## config.mk

```make
export PLATFORM = sky130hd
export DESIGN_NAME = bullet_controller
export DESIGN_NICKNAME = d
export VERILOG_FILES = /design/src/rtl/bullet_controller.sv
export SDC_FILE = /design/constraint.sdc
export NUM_CORES = 1
export LEC_CHECK = 0
export ABC_AREA = 0
export BUFFER_PORTS_ARGS = -buffer_cell sky130_fd_sc_hd__buf_4
export CORE_ASPECT_RATIO = 0.6
export CORE_UTILIZATION = 40
export CTS_CLUSTER_DIAMETER = 80
export DETAILED_ROUTE_END_ITERATION = 10
export GPL_ROUTABILITY_DRIVEN = 0
export PLACE_DENSITY_LB_ADDON = 0.3
export SYNTH_ARGS = -nofsm -noshare
export SYNTH_HDL_FRONTEND = slang
export SYNTH_SLANG_ARGS = --single-unit
```

## constraint.sdc

```tcl
create_clock -name frameClk -period 3.1 [get_ports frameClk]
set_input_delay 0.31 -clock frameClk [delete_from_list [all_inputs] [get_ports frameClk]]
set_output_delay 0.31 -clock frameClk [all_outputs]
set_load 0.05 [all_outputs]
```

## src/rtl/bullet_controller.sv

```systemverilog
// Frame-rate bullet pool controller: turns fire edges into spawns for free slots,
// and issues per-slot bounce and kill pulses from arena-edge and enemy-hit checks.
module bullet_controller #(
    parameter int          NUM_BULLETS    = 4,
    parameter logic [7:0]  COOLDOWN       = 8'd15,
    parameter logic [9:0]  SPAWN_OFFSET   = 10'd12,
    parameter logic [9:0]  ARENA_MIN_X    = 10'd8,
    parameter logic [9:0]  ARENA_MAX_X    = 10'd631,
    parameter logic [9:0]  ARENA_MIN_Y    = 10'd8,
    parameter logic [9:0]  ARENA_MAX_Y    = 10'd471,
    parameter int          BOUNCE_HOLDOFF = 3
) (
    input  logic                      frameClk,
    input  logic                      resetN,
    input  logic                      fireReq,
    input  logic [9:0]                tankPosX,
    input  logic [9:0]                tankPosY,
    input  logic [1:0]                tankDir,
    input  logic [NUM_BULLETS-1:0]    bulletExists,
    input  logic [10*NUM_BULLETS-1:0] bulletPosX,
    input  logic [10*NUM_BULLETS-1:0] bulletPosY,
    input  logic [9:0]                enemyPosX,
    input  logic [9:0]                enemyPosY,
    input  logic [7:0]                enemyRadius,
    output logic [NUM_BULLETS-1:0]    sigSpawn,
    output logic [NUM_BULLETS-1:0]    sigBounce,
    output logic [NUM_BULLETS-1:0]    sigKill,
    output logic [9:0]                bulletStartX,
    output logic [9:0]                bulletStartY,
    output logic [1:0]                bulletStartDir,
    output logic                      hitPulse,
    output logic                      fireDropped,
    output logic [7:0]                hitCount
);

    localparam int                HOLD_W    = $clog2(BOUNCE_HOLDOFF + 1);
    localparam logic [HOLD_W-1:0] HOLD_INIT = HOLD_W'(BOUNCE_HOLDOFF);

    localparam logic [1:0] DIR_UP    = 2'd0;
    localparam logic [1:0] DIR_DOWN  = 2'd1;
    localparam logic [1:0] DIR_LEFT  = 2'd2;
    localparam logic [1:0] DIR_RIGHT = 2'd3;

    logic                   fire_q;
    logic                   fire_prev;
    logic [7:0]             cooldown;
    logic [HOLD_W-1:0]      holdoff   [NUM_BULLETS];
    logic [1:0]             pend_cnt  [NUM_BULLETS];

    logic                   fire_edge;
    logic                   free_found;
    logic                   spawn_ok;
    logic [NUM_BULLETS-1:0] free_vec;
    logic [NUM_BULLETS-1:0] spawn_vec;
    logic [NUM_BULLETS-1:0] kill_vec;
    logic [NUM_BULLETS-1:0] bounce_vec;
    logic [HOLD_W-1:0]      hold_eff  [NUM_BULLETS];
    logic [9:0]             start_x;
    logic [9:0]             start_y;

    function automatic logic [10:0] abs_diff(input logic [9:0] a, input logic [9:0] b);
        logic signed [10:0] d;
        d = $signed({1'b0, a}) - $signed({1'b0, b});
        return (d < 0) ? $unsigned(-d) : $unsigned(d);
    endfunction

    function automatic logic at_limit(input logic [9:0] x, input logic [9:0] y);
        return (x <= ARENA_MIN_X) || (x >= ARENA_MAX_X) ||
               (y <= ARENA_MIN_Y) || (y >= ARENA_MAX_Y);
    endfunction

    function automatic logic [7:0] sat_inc(input logic [7:0] v);
        return (v == 8'hFF) ? v : v + 8'd1;
    endfunction

    always_comb begin
        fire_edge  = fire_q & ~fire_prev;
        free_vec   = '0;
        free_found = 1'b0;
        // A just-spawned slot stays reserved until its bullet reports existence.
        for (int i = 0; i < NUM_BULLETS; i++) begin
            if (!free_found && !bulletExists[i] && pend_cnt[i] == 2'd0) begin
                free_vec[i] = 1'b1;
                free_found  = 1'b1;
            end
        end
        spawn_ok  = fire_edge && (cooldown == 8'd0) && free_found;
        spawn_vec = spawn_ok ? free_vec : '0;

        kill_vec   = '0;
        bounce_vec = '0;
        // Eligibility looks at the already-decremented holdoff, so a bounce at
        // frame k allows the next one at frame k+BOUNCE_HOLDOFF.
        for (int i = 0; i < NUM_BULLETS; i++) begin
            hold_eff[i]   = (holdoff[i] == '0) ? '0 : holdoff[i] - HOLD_W'(1);
            kill_vec[i]   = bulletExists[i] &&
                            (abs_diff(bulletPosX[10*i +: 10], enemyPosX) <= {3'b000, enemyRadius}) &&
                            (abs_diff(bulletPosY[10*i +: 10], enemyPosY) <= {3'b000, enemyRadius});
            bounce_vec[i] = bulletExists[i] && !kill_vec[i] && (hold_eff[i] == '0) &&
                            at_limit(bulletPosX[10*i +: 10], bulletPosY[10*i +: 10]);
        end

        start_x = tankPosX;
        start_y = tankPosY;
        case (tankDir)
            DIR_UP:    start_y = tankPosY - SPAWN_OFFSET;
            DIR_DOWN:  start_y = tankPosY + SPAWN_OFFSET;
            DIR_LEFT:  start_x = tankPosX - SPAWN_OFFSET;
            default:   start_x = tankPosX + SPAWN_OFFSET;
        endcase
    end

    always_ff @(posedge frameClk or negedge resetN) begin
        if (!resetN) begin
            // Edge register resets high so a button held through reset is ignored.
            fire_q         <= 1'b1;
            fire_prev      <= 1'b1;
            cooldown       <= 8'd0;
            sigSpawn       <= '0;
            sigBounce      <= '0;
            sigKill        <= '0;
            bulletStartX   <= 10'd0;
            bulletStartY   <= 10'd0;
            bulletStartDir <= DIR_RIGHT;
            hitPulse       <= 1'b0;
            fireDropped    <= 1'b0;
            hitCount       <= 8'd0;
            for (int i = 0; i < NUM_BULLETS; i++) begin
                holdoff[i]  <= '0;
                pend_cnt[i] <= 2'd0;
            end
        end else begin
            fire_prev   <= fire_q;
            fire_q      <= fireReq;
            sigSpawn    <= spawn_vec;
            sigBounce   <= bounce_vec;
            sigKill     <= kill_vec;
            hitPulse    <= |kill_vec;
            fireDropped <= fire_edge && !spawn_ok;
            if (|kill_vec) begin
                hitCount <= sat_inc(hitCount);
            end
            if (spawn_ok) begin
                cooldown       <= COOLDOWN;
                bulletStartX   <= start_x;
                bulletStartY   <= start_y;
                bulletStartDir <= tankDir;
            end else if (cooldown != 8'd0) begin
                cooldown <= cooldown - 8'd1;
            end
            for (int i = 0; i < NUM_BULLETS; i++) begin
                if (kill_vec[i]) begin
                    holdoff[i] <= '0;
                end else if (bounce_vec[i]) begin
                    holdoff[i] <= HOLD_INIT;
                end else begin
                    holdoff[i] <= hold_eff[i];
                end
                if (spawn_vec[i]) begin
                    pend_cnt[i] <= 2'd2;
                end else if (bulletExists[i]) begin
                    pend_cnt[i] <= 2'd0;
                end else if (pend_cnt[i] != 2'd0) begin
                    pend_cnt[i] <= pend_cnt[i] - 2'd1;
                end
            end
        end
    end

endmodule

```

==> summary.md, run 1 <==
| Metric | Value |
|---|---|
| Count of pins over their slew limit | `0` |
| Bufs on Longest Clock Path | `2` |
| Clk slew on worst S/H paths | `60 ps` |
| Relative slew slack | `38.80%` |
| Pwr Density | `448.4 nW/um^2` |
| H-tree depth | `3` |
| Synth Flop Type | `dfrtp_1` |
| Mapped Nets | `1660` |
| Post-synth EDFFs | `0` |
| Clk_skew | `7.932 ps` |
| Post-CTS Hold Buffers | `0` |
| Main area contributors after synthesis | `ha_1 (20%), dfrtp_1 (15%), xnor2_1 (6.3%)` |
| Overflow after GRT | `0` |
| Gate Count Post-Synth | `1343` |
| Peak Freq | `235.0 MHz` |
| CP Launch Type | `input pin` |
| Synth Warn # | `0` |
| Final WL | `39180 um` |
| NumNets Final | `2270` |
| Critical-path top delay cell | `fa_2` |
| Post-layout instance area | `17040 um^2` |
| Result of the run | `finished, violations left` |
| Mean Syn Cell Area | `7.986 um^2` |
| Yosys top cell area share | `19.83%` |
| Global-route wire length before repair | `59930 um` |
| Core Box Area | `26360 um^2` |
| Synth Register Bits | `70` |
| Post-route DRC | `0` |
| Vias after detailed routing | `12.61k` |
| Overall Power | `7.639 mW` |
| Worst hold-check path type | `in2reg` |
| Skew-Pair Late Insertion Delay | `330 ps` |
| Commonest non-fill, non-tap cell in the layout | `buf_4` |
| Number of max-cap violations | `0` |
| CTS tree | `built` |
| Min Tclk post-route | `4255 ps` |
| Worst Path Required | `3320 ps` |
| Critical path peak fanout | `7` |
| # IOs | `181` |
| Violated checks | `negative setup slack` |
| Area Overhead vs Synth | `58.85%` |
| Unrepaired setup endpoints after global routing | `yes` |
| Most frequent cells in the layout | `buf_4 (588), ha_1 (160), nor2_1 (93)` |
| Setup TNS | `-23220 ps` |
| Vias in the first global route | `12.23k` |
| Worst setup EP type | `flop` |
| Async set-reset flop share out of synthesis | `100.0%` |
| Sequential share of the synthesized area | `16.38%` |
| Leakage | `8.283 nW` |
| Hold Slack | `84.82 ps` |
| Yosys cell types | `86` |
| Die H | `128.8 um` |
| CP arrival | `4470 ps` |
| Avg Vias per Cell | `5.436` |
| DRT Pass-1 Iters | `5` |
| Largest area contributor in the netlist | `ha_1` |
| Synthesized area | `10730 um^2` |
| Detail Placement HPWL | `31710 um` |
| Slew @ Worst Pin | `917.9 ps` |
| Share of cells above drive strength 1 | `40.86%` |
| Crit path kind | `in2reg` |
| Area after DPL | `15630 um^2` |
| Finished Layout Cells | `2319` |
| # clock sinks | `70` |
| Peak supply drop | `0.3686 mV` |
| Initial Util | `40.69%` |
| # setup viols final | `25` |
| Setup ws final | `-1155 ps` |
| Die X | `213.4 um` |
| Num CTS Buffers | `9` |
| Die Area | `27490 um^2` |
| Initial DRC Count | `887` |
| ANT nets after route | `0` |
| Root Driver | `clkbuf_16` |
| Total GRT Usage | `27.29%` |
| Final period utilization | `137.3%` |
| Worst path max stage delay | `330 ps` |
| Pin count of the biggest net entering global routing | `71` |
| Num rows | `46` |
| Port Buffer Count | `180` |
| Final hold vios | `0` |
| Placed instance count | `2258` |
| Initial antenna violation count | `1` |
| DR WL/cell | `16.89 um` |
## layout make-up
| type | count | area [um^2] |
|---|---|---|
| Tap cell | 360 | 450.4 |
| Inverter | 99 | 395.4 |
| Sequential cell | 70 | 1757 |
| Antenna cell | 1 | 2.502 |
| Clock inverter | 5 | 56.30 |
| Timing Repair Buffer | 620 | 4851 |
| Fill cell | 2185 | 9323 |
| Clock buffer | 11 | 252.7 |
| Multi-Input combinational cell | 1153 | 9273 |
## path summary, 6_finish.rpt
check / to / slack (ps) / depth (start not counted) / start
min reg2reg: fire_prev / 370 / 0 / fire_q
min in group asynchronous: pend_cnt[5] / 110 / 1 / resetN
min: fire_q / 80 / 1 / fireReq
max reg2reg: bulletStartX[7] / 670 / 8 / pend_cnt[4]
max in group asynchronous: bulletStartX[6] / 2390 / 1 / resetN
max: hitCount[1] / -1160 / 25 / bulletPosY[10]
## cell families after synthesis
family                   after synthesis  synth area share (%)
AND/OR/NAND/NOR                      434                 20.47
AO/OA/AOI/OAI                        395                 24.92
adder cells (fa/ha/maj)              180                 21.70
XOR/XNOR                             120                 9.799
buffers and inverters                120                 4.316
flip-flops                            70                 16.38
multiplexers                          24                 2.415
## metal layers
metal | global-route usage, % | routed length, um
met1 | 38.16 | 18530
met4 | 5.378 | 673
met3 | 4.101 | 2309
met2 | 44.50 | 17660
met5 | 0 | 0
## cell usage after synthesis (6+ instances only)
cell and number:
ha_1 170, a21oi_1 103, inv_1 99, nor2_1 99
nand2_1 94, xnor2_1 77, o21ai_0 71, dfrtp_1 66
nand3_1 47, xor2_1 43, nor2b_1 38, nor3_1 36
nand2b_1 26, a21o_1 23, a31oi_1 20, a211oi_1 19
o31ai_1 17, and3_1 16, o21a_1 16, nor4_1 13
o21bai_1 13, clkbuf_1 12, and2_1 11, nand4_1 11
o211ai_1 11, fa_1 10, mux2_2 10, mux2i_1 9
buf_2 7, o21ai_1 7, or3_1 7, or4_1 7
a211o_1 6, a31o_2 6, o2111ai_1 6, o22ai_1 6
## stage by stage
step	util, %	worst slack [ps]
after floorplan	-	-1151
after global placement	59.30	-1512
after detailed placement	59.30	-1705
after CTS	62.77	-1064
after global routing	64.63	-1307
final	64.63	-1155
## report_power, final
group / switching [mW] / internal, mW / leakage (nW)
sequential: 0.206 / 1.22 / 0.906
clock: 0.402 / 0.667 / 0.152
combinational: 2.75 / 2.39 / 7.22
## what timing repair did
action / in CTS / in global routing
setup buffers: 28 / 18
gates resized for setup: 102 / 77
setup endpoints to repair: 25 / 25
pin swaps: 68 / 69
## sequential cells by signal (all words and copies together), names as in the netlist, 8 cells and up
| name | cells |
|---|---|
| bulletStartX | 10 |
| bulletStartY | 10 |
| cooldown | 8 |
| hitCount | 8 |
| holdoff | 8 |
| pend_cnt | 8 |
## critical path: cells and delay by family
family | cells | cell delay [ps]
XOR/XNOR | 1 | 140
AO/OA/AOI/OAI | 9 | 1440
buffers and inverters | 5 | 510
multiplexers | 1 | 320
AND/OR/NAND/NOR | 6 | 950
adder cells (fa/ha/maj) | 3 | 790
Power figures use the tool's default switching activity.
==> run 2: changes to the inputs <==
--- a/config.mk
+++ b/config.mk
@@ -12,7 +12,7 @@
 export CTS_CLUSTER_DIAMETER = 80
 export DETAILED_ROUTE_END_ITERATION = 10
 export GPL_ROUTABILITY_DRIVEN = 0
-export PLACE_DENSITY_LB_ADDON = 0.3
+export PLACE_DENSITY_LB_ADDON = 0.2
 export SYNTH_ARGS = -nofsm -noshare
 export SYNTH_HDL_FRONTEND = slang
 export SYNTH_SLANG_ARGS = --single-unit
==> summary.md, run 2 (synthesis gave the netlist of run 1 again) <==
| Metric | Value |
|---|---|
| Peak Freq | `242.6 MHz (+3.2%)` |
| Setup TNS | `-20500 ps (+2719 ps)` |
| Bufs on Longest Clock Path | `2 (unchanged)` |
| CTS tree | `built` |
| Initial Util | `40.69% (unchanged)` |
| Violated checks | `design-rule violations, negative setup slack` |
| Final WL | `37900 um (-3.3%)` |
| CP Launch Type | `input pin` |
| H-tree depth | `3 (unchanged)` |
| Net Sw Power | `3.292 mW (-1.9%)` |
| Pwr Density | `440.7 nW/um^2 (-1.7%)` |
| Place WS | `-1631 ps (+74.38 ps)` |
| Final period utilization | `133.0% (-4.3 points)` |
| Worst hold path cell count | `1 (unchanged)` |
| Commonest non-fill, non-tap cell in the layout | `buf_4` |
| Skew-Pair Late Insertion Delay | `330 ps (about the same)` |
| Worst reg2reg path endpoint | `bulletStartX[1]` |
| CP arrival | `4340 ps (-130 ps)` |
| Die H | `128.8 um (unchanged)` |
| Count of pins over their slew limit | `0 (unchanged)` |
| Root Driver | `clkbuf_16` |
| Most frequent cells in the layout | `buf_4 (604), ha_1 (153), nor2_1 (89), nand2_1 (89), a21oi_1 (80)` |
| Total GRT Usage | `26.75% (-0.54 points)` |
| Critical-path top delay cell | `a2111oi_4` |
| Pin count of the biggest net entering global routing | `71 (unchanged)` |
| Unrepaired setup endpoints after global routing | `yes` |
| Num rows | `46 (unchanged)` |
| Critical path peak fanout | `6 (-1)` |
| Global-route wire length before repair | `59040 um (-1.5%)` |
| Worst path cell trace | `buf_4, inv_1, buf_6, ha_1, and2_1, o211a_1, a2111oi_4, buf_4, o21ai_4, xnor2_1, ha_1, nand2_2, o21bai_1, a21oi_1, nor4bb_2, o21ai_1, a211oi_2, nand3_1, a211oi_2, buf_6, o31ai_4, mux2_4` |
| Reg2Reg Depth | `8 (unchanged)` |
| R2R Setup Slk | `910 ps (+240 ps)` |
| Core Box Area | `26360 um^2 (unchanged)` |
| Overall Power | `7.597 mW (-0.56%)` |
| Result of the run | `finished, violations left` |
| Relative slew slack | `39.01% (+0.20 points)` |
| Post-CTS Hold Buffers | `0 (unchanged)` |
| ANT cells | `0 (-1)` |
| CP bufs+invs | `5 (unchanged)` |
| Crit path kind | `in2reg` |
| Worst hold-check path type | `in2reg` |
| Vias in the first global route | `12.15k (-0.67%)` |
| NumNets Final | `2283 (+0.57%)` |
| Peak supply drop | `0.3606 mV (-2.2%)` |
| # setup viols final | `25 (unchanged)` |
| Port Buffer Count | `180 (unchanged)` |
| Min Tclk post-route | `4122 ps (-133.2 ps)` |
| Clk slew on worst S/H paths | `60 ps (about the same)` |
| Share of cells above drive strength 1 | `42.62% (+1.8 points)` |
| Seq pwr share | `18.7% (about the same)` |
| Detail Placement HPWL | `30810 um (-2.8%)` |
| Area Overhead vs Synth | `60.72%` |
| DRT Pass-1 Iters | `10 (+5)` |
| Endpoint of the worst hold path | `fire_q` |
| Vias after detailed routing | `12.47k (-1.1%)` |
| Post-route DRC | `1 (+1)` |
| Comb power frac | `67.6% (+0.3 points)` |
| Setup ws final | `-1022 ps (+133.2 ps)` |
| # clock sinks | `70 (unchanged)` |
| Regs by FF count | `bulletStartX (10), bulletStartY (10)` |
| Leakage | `8.345 nW (+0.75%)` |
| Sw frac | `43.34% (-0.59 points)` |
| Overflow after GRT | `0 (unchanged)` |
| Reg2reg start | `pend_cnt[4]` |
| Die X | `213.4 um (unchanged)` |
| ANT nets after route | `0 (unchanged)` |
| Avg Vias per Cell | `5.347 (-1.6%)` |
| Slew @ Worst Pin | `914.9 ps (-3.049 ps)` |
| Num CTS Buffers | `9 (unchanged)` |
| Worst setup EP type | `flop` |
| Final hold vios | `0 (unchanged)` |
| Number of max-cap violations | `0 (unchanged)` |
| Initial DRC Count | `790 (-11%)` |
| Worst Path Required | `3310 ps (about the same)` |
| Worst path max stage delay | `440 ps (+110 ps)` |
| # IOs | `181 (unchanged)` |
| DR WL/cell | `16.26 um (-3.8%)` |
| Worst hold start | `fireReq` |
| Finished Core Util | `65.39% (+0.76 points)` |
| Share of power burned in the clock network | `13.7% (-0.3 points)` |
| P_int | `4.304 mW (+0.49%)` |
| Clk_skew | `9.275 ps (+1.342 ps)` |
| Die Area | `27490 um^2 (unchanged)` |
| Top Family by Delay on Critical Path | `compound AO/OA/AOI/OAI gates` |
| Initial antenna violation count | `0 (-1)` |
[run 2: cell types whose count changed in the layout (fill, tap and decap cells not counted), sizes merged]
cell and change:
buf +13, clkbuf -1, clkinv +2, clkinvlp +2, diode -1, inv -3
[run 2: power groups by stage]
stage	Combinational [mW]	Clock [mW]	Sequential (mW)
after detailed placement	4.59	0	1.42
after CTS	4.86	1.06	1.41
after floorplan	2.34	0	1.94
final	5.14	1.04	1.42
after global routing	5.61	1.09	1.46
after global placement	4.45	0	1.41
[run 2: worst register-to-register path, stage by stage, from the launching register on]
cell	delay [ps]
dfrtp_1	360
inv_1	50
ha_1	230
nor2b_1	150
a21oi_1	240
nand3_1	170
nand2_1	100
buf_4	360
mux2_2	400
[run 2: worst max-delay path by stage]
stage	start	endpoint	slack (ps)	cells past startpoint
5_1_grt	enemyPosX[1]	hitCount[4]	-1220	25
3_3_place_gp	bulletPosX[0]	hitCount[1]	-1520	22
3_5_place_dp	bulletPosX[0]	hitCount[4]	-1630	24
6_report	enemyPosX[6]	hitCount[1]	-1020	22
2_1_floorplan	enemyPosX[1]	hitCount[7]	-1150	20
4_1_cts	bulletPosX[30]	hitCount[1]	-960	24
[run 2: timing repair]
action	4_1_cts	5_1_grt
pin swaps	91	65
setup endpoints to repair	25	25
setup buffers	39	25
gates resized for setup	129	82
[run 2: layout make-up]
class | count | area [um^2]
clock buffers | 10 | 239.0
clock inverters | 6 | 61.31
fillers | 2219 | 9123
inverters | 99 | 407.9
multi-input cells | 1153 | 9384
flip-flops and latches | 70 | 1757
well taps | 360 | 450.4
repair buffers | 633 | 4938
[run 2: through the flow]
| step | hold WS, ps | instance area (um^2) | std cells |
|---|---|---|---|
| global placement | 359.0 | 15590 | 2254 |
| global route | 79.13 | 17240 | 2331 |
| floorplan | 14.41 | 10910 | 1343 |
| finish | 89.71 | 17240 | 2331 |
| CTS | 73.65 | 16660 | 2308 |
| detailed placement | 356.8 | 15590 | 2254 |
[run 2: per-layer routing]
| metal | up-vias | part of all wire, % | track usage (%) |
|---|---|---|---|
| li1 | 6204 | - | - |
| met1 | 5961 | 49 | 38.81 |
| met2 | 263 | 45 | 43.07 |
| met3 | 37 | 4.4 | 2.978 |
| met4 | 0 | 1.3 | 4.328 |
| met5 | - | 0 | 0 |
==> run 3: changes to the inputs <==
--- a/config.mk
+++ b/config.mk
@@ -7,7 +7,8 @@
 export LEC_CHECK = 0
 export ABC_AREA = 0
 export BUFFER_PORTS_ARGS = -buffer_cell sky130_fd_sc_hd__buf_4
-export CORE_ASPECT_RATIO = 0.6
+export CORE_ASPECT_RATIO = 2
+export CORE_MARGIN = 2
 export CORE_UTILIZATION = 40
 export CTS_CLUSTER_DIAMETER = 80
 export DETAILED_ROUTE_END_ITERATION = 10
==> summary.md, run 3 (synthesis gave the netlist of run 1 again) <==
| Metric | Value |
|---|---|
| Result of the run | `finished, violations left` |
| Violated checks | `negative setup slack` |
| Area after DPL | `15870 um^2 (+1.8%)` |
| CP Depth | `24 (+9.1%)` |
| Worst reg2reg path endpoint | `bulletStartY[1]` |
| Leakage | `8.439 nW (+1.1%)` |
| DRT Pass-1 Iters | `6 (-4)` |
| Port Buffer Count | `180 (unchanged)` |
| # setup viols final | `25 (unchanged)` |
| Bufs on Longest Clock Path | `2 (unchanged)` |
| Final hold vios | `0 (unchanged)` |
| Initial DRC Count | `458 (-42%)` |
| Reg2reg start | `pend_cnt[4]` |
| Worst hold-check path type | `in2reg` |
| Count of pins over their slew limit | `0 (unchanged)` |
| Relative slew slack | `40.12% (+1.1 points)` |
| NumNets Final | `2303 (+0.88%)` |
| # clock sinks | `70 (unchanged)` |
| CP arrival | `4490 ps (+150 ps)` |
| Worst setup path start | `bulletPosX[10]` |
| ANT cells | `0 (unchanged)` |
| Worst path cell trace | `buf_8, inv_6, ha_4, inv_2, fa_2, a21o_1, a22oi_2, a21oi_2, nand2_1, nand2_1, or3_1, xor2_1, ha_1, and3_1, nand3_2, a21oi_2, a211oi_2, o221ai_2, or2_4, o41a_1, o32ai_4, buf_12, o31ai_2, mux2_1` |
| Critical-path top delay cell | `fa_2` |
| Post-layout instance area | `17350 um^2 (+0.67%)` |
| Regs by FF count | `bulletStartX (10), bulletStartY (10)` |
| Vias in the first global route | `13.34k (+9.8%)` |
| Die X | `119.8 um (-44%)` |
| Min Tclk post-route | `4270 ps (+148.6 ps)` |
| CP bufs+invs | `4 (-1)` |
| ANT nets after route | `0 (unchanged)` |
| Crit path kind | `in2reg` |
| Top Family by Delay on Critical Path | `compound AO/OA/AOI/OAI gates` |
| H-tree depth | `3 (unchanged)` |
| Pin count of the biggest net entering global routing | `71 (unchanged)` |
| # fillers | `2239 (+0.90%)` |
| Total GRT Usage | `27.34% (+0.59 points)` |
| Share of cells above drive strength 1 | `42.29% (-0.33 points)` |
| Unrepaired setup endpoints after global routing | `yes` |
| Core Box Area | `26380 um^2 (about the same)` |
| Peak Freq | `234.2 MHz (-3.5%)` |
| Die H | `235.6 um (+83%)` |
| # IOs | `181 (unchanged)` |
| Skew-Pair Late Insertion Delay | `340 ps (about the same)` |
| Final period utilization | `137.8% (+4.8 points)` |
| Post-route DRC | `0 (-1)` |
| CP Launch Type | `input pin` |
| CP Capture Point | `hitCount[6]` |
| DR WL/cell | `16.76 um (+3.1%)` |
| Setup ws final | `-1170 ps (-148.6 ps)` |
| Num CTS Buffers | `9 (unchanged)` |
| Clk slew on worst S/H paths | `60 ps (about the same)` |
| Global-route wire length before repair | `62310 um (+5.5%)` |
| Initial antenna violation count | `0 (unchanged)` |
| CTS tree | `built` |
| Peak supply drop | `0.5899 mV (+64%)` |
| Commonest non-fill, non-tap cell in the layout | `buf_4` |
| Critical path peak fanout | `7 (+1)` |
| Worst Path Required | `3320 ps (about the same)` |
| Area Overhead vs Synth | `61.79%` |
| R2R Setup Slk | `910 ps (about the same)` |
| Detail Placement HPWL | `32490 um (+5.4%)` |
| Final WL | `39140 um (+3.3%)` |
| Number of max-cap violations | `0 (unchanged)` |
| Num rows | `84 (+83%)` |
| Finished Layout Cells | `2335 (+0.17%)` |
| Clk_skew | `4.734 ps (-4.541 ps)` |
| Placed instance count | `2261 (+0.31%)` |
| Avg Vias per Cell | `5.420 (+1.4%)` |
| Die Area | `28220 um^2 (+2.6%)` |
| Initial Util | `40.66% (about the same)` |
| Root Driver | `clkbuf_16` |
| Worst setup EP type | `flop` |
| Overflow after GRT | `0 (unchanged)` |
| Worst path max stage delay | `380 ps (-60 ps)` |
| Setup TNS | `-22890 ps (-2392 ps)` |
| Most frequent cells in the layout | `buf_4 (614), ha_1 (159), nand2_1 (93)` |
| Slew @ Worst Pin | `898.2 ps (-16.70 ps)` |
| Overall Power | `7.542 mW (-0.72%)` |
| Vias after detailed routing | `12.66k (+1.5%)` |
| Pwr Density | `434.6 nW/um^2 (-1.4%)` |
| Reg2Reg Depth | `8 (unchanged)` |
## run 3: how the worst min path moves through the flow
stage	from	endpoint	cells past startpoint	slack, ps
after floorplan	resetN	bulletStartX[0]	0	10
after global placement	fire_q	fire_prev	0	360
after detailed placement	fire_q	fire_prev	0	360
after CTS	fireReq	fire_q	1	60
after global routing	fireReq	fire_q	1	70
final	fireReq	fire_q	1	70
## run 3: per-stage QoR
stage	hold slack (ps)	worst slack, ps	utilization [%]
final	73.98	-1170	65.78
after global placement	357.3	-1608	60.15
after global routing	65.81	-1372	65.78
after floorplan	14.41	-1151	-
after CTS	60.22	-1109	64.30
after detailed placement	359.8	-1684	60.15
## run 3: worst reg2reg max path, cell delays in order, from the launching register on
cell and delay (ps):
dfrtp_1 360, inv_1 50, ha_1 230, nor2b_1 160, a21oi_1 240, nand3_1 170
nand2_1 100, buf_4 360, mux2_2 400
## run 3: final cells by class
class | instances | area (um^2) | area share, %
well taps | 344 | 430.4 | 2.480
multi-input cells | 1153 | 9269 | 53.41
flip-flops and latches | 70 | 1757 | 10.12
clock inverters | 6 | 45.04 | 0.2596
clock buffers | 10 | 239.0 | 1.377
repair buffers | 653 | 5207 | 30.01
inverters | 99 | 405.4 | 2.336
## run 3: metal layers
metal	GRT usage, %	wire length (um)	vias up
met4	17.54	2974	0
met2	54.08	21260	318
met1	25.75	13530	5991
met3	2.883	1372	112
li1	-	-	6235
met5	0	0	-
## run 3: timing repair
| action | CTS | global route |
|---|---|---|
| setup endpoints to repair | 25 | 25 |
| pin swaps | 77 | 56 |
| hold buffers | 0 | 0 |
| resized for setup | 121 | 65 |
| hold endpoints to repair | 0 | 0 |
| setup buffers | 49 | 17 |
## run 3: power breakdown
part	total (mW)	switching [mW]	leakage (nW)	internal, mW
registers	1.42	0.200	0.906	1.22
clock network	0.979	0.414	0.131	0.565
logic	5.14	2.69	7.40	2.45
